$ cat src/rtl/car_lane.sv
// car_lane: one lane of moving cars for the LED-matrix game.
// On each enable tick the lane shifts one cell away from the entry. A spawn
// FSM decides what enters the entry cell. It emits CAR_LEN occupied cells
// for an accepted trigger, then forces MIN_GAP empty cells. hit is a
// registered flag: the player cell overlaps a car.
module car_lane #(
    parameter int LANE_LEN = 16,
    parameter int CAR_LEN  = 2,
    parameter int MIN_GAP  = 2,
    parameter int DIR      = 0
) (
    input  logic                        clk,
    input  logic                        reset_n,
    input  logic                        enable,
    input  logic                        trigger,
    input  logic                        clear,
    input  logic [$clog2(LANE_LEN)-1:0] player_pos,
    input  logic                        player_valid,
    output logic [LANE_LEN-1:0]         lane,
    output logic                        spawn_ack,
    output logic                        spawn_drop,
    output logic                        car_exit,
    output logic                        hit
);

    localparam int PW = $clog2(LANE_LEN);
    localparam int CW = PW + 1;

    typedef enum logic [1:0] {
        IDLE = 2'd0,
        EMIT = 2'd1,
        GAP  = 2'd2
    } state_t;

    state_t        state, state_nxt;
    logic [CW-1:0] body, body_nxt;
    logic [CW-1:0] gap, gap_nxt;
    logic          ins;
    logic          ack_nxt;
    logic          drop_nxt;
    logic [LANE_LEN-1:0] shifted;
    logic          far_cell;
    logic          hit_nxt;

    // Spawn FSM: the entry-cell value and the next state for a tick.
    // These values are committed only when enable is high.
    always_comb begin
        state_nxt = state;
        body_nxt  = body;
        gap_nxt   = gap;
        ins       = 1'b0;
        ack_nxt   = 1'b0;
        drop_nxt  = 1'b0;
        case (state)
            IDLE: begin
                if (trigger) begin
                    ins     = 1'b1;
                    ack_nxt = 1'b1;
                    if (CAR_LEN > 1) begin
                        state_nxt = EMIT;
                        body_nxt  = CW'(CAR_LEN - 1);
                    end else if (MIN_GAP > 0) begin
                        state_nxt = GAP;
                        gap_nxt   = CW'(MIN_GAP);
                    end
                end
            end
            EMIT: begin
                ins      = 1'b1;
                drop_nxt = trigger;
                body_nxt = body - CW'(1);
                if (body == CW'(1)) begin
                    if (MIN_GAP > 0) begin
                        state_nxt = GAP;
                        gap_nxt   = CW'(MIN_GAP);
                    end else begin
                        state_nxt = IDLE;
                    end
                end
            end
            GAP: begin
                drop_nxt = trigger;
                gap_nxt  = gap - CW'(1);
                if (gap == CW'(1)) state_nxt = IDLE;
            end
            default: state_nxt = IDLE;
        endcase
    end

    // Lane shift toward the far end. far_cell is the cell about to leave the lane.
    always_comb begin
        if (DIR == 0) begin
            shifted  = {lane[LANE_LEN-2:0], ins};
            far_cell = lane[LANE_LEN-1];
        end else begin
            shifted  = {ins, lane[LANE_LEN-1:1]};
            far_cell = lane[0];
        end
    end

    // Collision lookup against the registered lane. A position beyond the lane never hits.
    always_comb begin
        hit_nxt = 1'b0;
        for (int i = 0; i < LANE_LEN; i++) begin
            if (player_valid && (int'(player_pos) == i)) hit_nxt = lane[i];
        end
    end

    // Lane, FSM and pulse registers: priority is reset, then clear, then tick, then hold.
    always_ff @(posedge clk or negedge reset_n) begin
        if (!reset_n) begin
            lane       <= '0;
            state      <= IDLE;
            body       <= '0;
            gap        <= '0;
            spawn_ack  <= 1'b0;
            spawn_drop <= 1'b0;
            car_exit   <= 1'b0;
        end else if (clear) begin
            lane       <= '0;
            state      <= IDLE;
            body       <= '0;
            gap        <= '0;
            spawn_ack  <= 1'b0;
            spawn_drop <= 1'b0;
            car_exit   <= 1'b0;
        end else if (enable) begin
            lane       <= shifted;
            state      <= state_nxt;
            body       <= body_nxt;
            gap        <= gap_nxt;
            spawn_ack  <= ack_nxt;
            spawn_drop <= drop_nxt;
            car_exit   <= far_cell;
        end else begin
            spawn_ack  <= 1'b0;
            spawn_drop <= 1'b0;
            car_exit   <= 1'b0;
        end
    end

    // Collision flag, refreshed every clock from the current lane.
    always_ff @(posedge clk or negedge reset_n) begin
        if (!reset_n) hit <= 1'b0;
        else          hit <= hit_nxt;
    end

endmodule
$ cat config.mk
export PLATFORM = sky130hd
export DESIGN_NAME = car_lane
export DESIGN_NICKNAME = d
export VERILOG_FILES = /design/src/rtl/car_lane.sv
export SDC_FILE = /design/constraint.sdc
export NUM_CORES = 1
export LEC_CHECK = 0
export CORE_UTILIZATION = 30
export CTS_BUF_LIST = sky130_fd_sc_hd__clkbuf_4 sky130_fd_sc_hd__clkbuf_8
export DETAILED_ROUTE_END_ITERATION = 12
export PLACE_DENSITY_LB_ADDON = 0.25
export RECOVER_POWER = 50
export SYNTH_ARGS = -nofsm -noshare
export SYNTH_HDL_FRONTEND = slang
export SYNTH_SLANG_ARGS = --single-unit
export TNS_END_PERCENT = 1
$ cat constraint.sdc
create_clock -name clk -period 1.9 [get_ports clk]
set_clock_uncertainty 0.15 [all_clocks]
set_input_delay 0.19 -clock clk [delete_from_list [all_inputs] [get_ports clk]]
set_output_delay 0.19 -clock clk [all_outputs]
set_load 0.05 [all_outputs]
# Word-level counts from Yosys, hierarchy flattened
# Index checks and enable logic that the tools add are counted.
totals:
  register_bits: 32
  latchBits: 0
  ramBits: 0
  mem_bits_ro: 0
  in_bits: 10
  memories: 0
classes:
  n_addsub: 2
  multipliers: 0
  n_div: 0
  order_cmp: 0
  n_eq_ne: 22
  shifts: 0
  muxes: 42
  bitwise: 0
  reduce_logical: 25
op_table:
  columns: ["cell", "count"]
  rows:
  - ["4-bit equality test (second input constant)", 8]
  - ["16-bit 2-to-1 mux", 2]
  - ["5-bit 2-to-1 mux", 6]
  - ["1-bit 2-to-1 mux", 25]
  - ["5-bit one-hot mux with 2 select lines", 2]
  - ["4-bit by 3-bit equality test with 1-bit output (second input constant)", 4]
  - ["1-bit logical AND", 16]
  - ["5-bit by 1-bit equality test with 1-bit output (second input constant)", 2]
  - ["2-bit 2-to-1 mux", 5]
  - ["5-bit by 1-bit subtractor with 5-bit output (second input constant)", 2]
  - ["3-bit != test (second input constant)", 3]
  - ["4-bit by 2-bit equality test with 1-bit output (second input constant)", 2]
  - ["2-bit one-hot mux with 3 select lines", 1]
  - ["3-bit AND reduction", 2]
  - ["3-bit nonzero test", 2]
  - ["4-bit by 1-bit equality test with 1-bit output (second input constant)", 1]
  - ["4-bit logical NOT", 1]
  - ["4-bit AND reduction", 1]
  - ["2-bit by 1-bit equality test with 1-bit output (second input constant)", 1]
  - ["2-bit equality test (second input constant)", 1]
  - ["2-bit logical NOT", 1]
  - ["1-bit one-hot mux with 2 select lines", 1]
  - ["2-bit nonzero test", 1]
  - ["2-bit OR reduction", 1]

# Logic depth before layout (Yosys ltp)
depth:
  word_depth: 18
  depth_mapped: 6
  mapped_depth_nobuf: 6

# Worst setup path before layout
# Ideal clock, no wire load.
synth_timing:
  path_type: "flip-flop to flip-flop"
  startpoint: "reg gap[0]"
  endpoint: "reg gap[4]"
  arrival_ns: 1.635
  required_ns: 1.681
  slack_ns: 0.046
  path_stages_with_launch: 6
  path_buffers: 0
  period_less_slack_ns: 1.854
  cell_sequence: "dfrtp_1 inv_1 ha_1 or3b_2 or4_1 nand3_1"
synth_via:
  elab_chain_len: 4
synth_lines:
  columns: ["element", "line_no", "text"]
  rows:
  - ["start: declaration", "37", "logic [CW-1:0] gap, gap_nxt;"]
  - ["start signal: assignment", "131", "gap <= gap_nxt;"]
  - ["5-bit by 1-bit subtractor with 5-bit output", "83", "gap_nxt = gap - CW'(1);"]
  - ["5-bit one-hot mux with 2 select lines", "54", "case (state)"]
  - ["5-bit 2-to-1 mux", "127", "end else if (enable) begin"]
  - ["5-bit 2-to-1 mux", "119", "end else if (clear) begin"]
# No other way between the ends. The select of a mux whose other input is x is not followed.
# A chain may end at the register's enable or synchronous reset.

# Worst setup path after layout
layout_timing:
  startpoint: "reg gap[1]"
  endpoint: "reg state[1]"
layout_via:
  elab_chain_len: 3
layout_lines:
  columns: ["element", "line_no", "text"]
  rows:
  - ["5-bit by 1-bit equality test with 1-bit output", "84", "if (gap == CW'(1)) state_nxt = IDLE;"]
  - ["3-bit != test (no line)", null, null]
  - ["4-bit AND reduction (no line)", null, null]
  - ["end signal: assignment", "129", "state <= state_nxt;"]
  - ["end: declaration", "35", "state_t state, state_nxt;"]
# No other way between the ends.

==> results by group <==
Critical path
  • Crit-path slowest cell: or4b_4
  • Setup CP Type: reg -> reg
  • Req. time, crit path: 1.92 ns
  • Flop-to-flop setup slack: 0.005 ns
  • CP arrival: 1.92 ns
  • Cell chain of the critical path: inv_2, ha_4, or4b_4, a221oi_4, o21ai_1, a32o_1
  • Crit-path max FO: 3
  • Crit start category: register
  • Worst setup EP type: register
  • Max stage delay on crit path: 0.46 ns

GRT
  • Tot GR Track Use: 14.28%
  • Total congestion overflow: 0
  • Largest net degree at the start of global routing: 33
  • First-pass GRT wire length: 6720 um
  • Vias in the first global route: 1403
  • Initial antenna violation count: 0

Die
  • IO Pins: 30
  • Initial Util: 31.54%
  • DIE HEIGHT: 78.55 um
  • Core Area: 5574 um^2
  • Die ar.: 6170 um^2
  • Chip width: 78.55 um
  • Row count: 27

Timing
  • Final Hold Slack: 0.3754 ns
  • Fin. max-slew vios: 0
  • Endpoints failing hold: 0
  • RSZ-0062 raised after global routing: yes
  • Fin crit share: 99.71%
  • FMAX: 527.8 MHz
  • Final setup vio count: 0
  • Worst Max-Slew Pin Slew: 0.8005 ns
  • Setup ws final: 0.005426 ns
  • Worst slew margin: 46.63%
  • Min Tclk post-route: 1.895 ns

Finish
  • Layout fillers: 559
  • Fin util: 42.54%
  • Final nets: 231
  • Fraction of layout cells with a size suffix above 1: 26.64%
  • Final cell count without fillers: 286
  • N_diodes: 0
  • Area grow syn2layout: 34.88%

Clocking
  • CTS H-tree lvls: 2
  • Num Clock Sinks: 32
  • Total CTS buffers: 5
  • TritonCTS clock tree: built
  • Hold Buf Count CTS: 0
  • CTS max path bufs: 2
  • Clock transition at path regs: 0.07 ns
  • CTS Root Cell: clkbuf_8
  • Latest clock arrival within the worst-skew pair: 0.28 ns

Power and ir drop
  • Lkg Pwr: 1.140 nW
  • Max IR drop VDD: 0.3738 mV
  • Total power: 1.841 mW
  • PwrDens: 776.5 nW/um^2

Yosys
  • Synth cell types: 42
  • Synthesized Nets: 179
  • Cells after Synth: 161
  • Synthesized flop and latch total: 32
  • Sequential area share after synthesis: 45.55%
  • Ys Warns: 0
  • Syn_area_per_cell: 10.92 um^2
  • Synthesized area: 1758 um^2

Routing
  • Drt pass-1 iters: 5
  • Antenna-violating nets left: 0
  • Routed WL per cell: 13.79 um
  • WL final: 3945 um
  • Vias per inst: 4.825
  • Vias: 1380
  • 1st-iter DRT viols: 76
  • Drt drc: 0

Hold path
  • Hold Path Class: in -> async

Placement
  • Pre-CTS setup slack: 0.01101 ns
  • Number of cells after detailed placement: 275
  • Routability congestion estimate: 0.7945
  • Port Buffer Count: 29
  • Post-DP HPWL: 2839 um

Job
  • Total of max-cap violations: 0

Outcome
  • Status: completed
==> power breakdown <==
group	leakage, nW	internal [mW]	switching, mW	total, mW
registers	0.440	0.715	0.0353	0.751
logic	0.642	0.217	0.218	0.435
clock network	0.0586	0.403	0.252	0.655
==> metrics by stage <==
step / TNS [ns] / area [um^2]
finish: 0 / 2371
global route: -0.1882 / 2371
detailed placement: 0 / 2217
floorplan: 0 / 1758
global placement: 0 / 2217
CTS: 0 / 2344
==> flip-flops by register name, indices dropped and copies added (netlist names) <==
register    count
lane           16
body            5
gap             5
state           2
car_exit        1
hit             1
spawn_ack       1
spawn_drop      1
==> worst max-delay path, delay by kind of cell, from the launching register on <==
kind / cells / cell delay (ns)
buffers and inverters: 1 / 0.08
AO/OA/AOI/OAI: 3 / 0.58
flip-flops: 1 / 0.39
AND/OR/NAND/NOR: 1 / 0.46
adder cells (fa/ha/maj): 1 / 0.12
==> cell type report <==
cell class	instances	area [um^2]	share of cell area, %
multi-input combinational	114	912.1	38.47
sequential	32	800.8	33.77
timing repair buffer	51	422.9	17.84
tap	72	90.09	3.799
clock buffer	6	76.32	3.219
clock inverter	2	35.03	1.478
inverter	9	33.78	1.425
==> logic make-up (layout without fill, tap and decap cells) <==
kind of cell    after synthesis  after routing  share of synthesized area, %
compound gates               21             21                         9.822
fa+ha+maj                     8              8                         5.694
buf+inv                      15             68                         4.554
flops                        32             32                         45.55
mux                          23             23                         14.59
simple gates                 62             62                         19.79
==> worst paths after layout <==
| path | startpoint | to | depth (start not counted) |
|---|---|---|---|
| setup / recovery | gap[1] | state[1] | 6 |
| hold / removal | reset_n | spawn_drop | 2 |
| setup reg to reg | gap[1] | state[1] | 6 |
| hold reg to reg | body[1] | body[1] | 2 |
| max in group asynchronous | reset_n | gap[2] | 2 |
| min in group clk | body[1] | body[1] | 2 |
==> layer usage <==
metal,global-route usage [%],share of wire (%)
met4,5.741,2.0
met1,19.00,47
met5,0,0
met2,22.09,48
met3,3.488,3.0
==> what timing repair did <==
item,4_1_cts,5_1_grt
gates resized for setup,1,11
gates cloned,0,0
setup buffers,2,1
endpoints found under the setup margin,1,12
pin swaps,2,5
==> cells in the mapped netlist, drive strengths merged <==
cell type  number  share of area, %
inv             9               1.9
a21oi           1              0.50
and2b           1              0.50
or3b            2               1.0
o21a            1              0.43
a221oi          1               1.5
a22oi           1              0.43
buf             4               1.6
and3            2              0.71
mux4            2               2.6
o22ai           1              0.71
a32o            1              0.57
mux2i          20                11
o2111ai         1              0.50
or4             4               1.7
o21bai          1              0.43
o31ai           2              0.85
nand4b          2               1.0
nand3           8               2.3
nor2b           2              0.71
or3             2              0.78
ha              8               5.7
and2            1              0.36
or2b            1              0.43
nand2b          2              0.71
nor4b           1               1.4
a21o            2              0.85
nor2           21               4.5
nand3b          2              0.85
mux2            1              0.64
nand2          10               2.1
o21ai           6               1.7
o311ai          1              0.50
dfrtp          32                46
a211oi          2              0.85
or4b            1              0.78
clkbuf          2               1.0
==> layout by cell type (no fill, tap or decap), drive strengths merged, types with 2 or more instances in the layout <==
cell           instances
o21ai                  6
or3                    2
or3b                   2
nor2b                  2
nor2                  21
clkdlybuf4s50         14
o31ai                  2
a21o                   2
mux4                   2
nand2                 10
nand4b                 2
or4                    4
nand3                  8
a211oi                 2
dlygate4sd3            2
and3                   2
inv                    9
ha                     8
dfrtp                 32
nand3b                 2
mux2i                 20
buf                   29
clkbuf                11
nand2b                 2
Note: power is estimated with default switching activity, not from simulation.
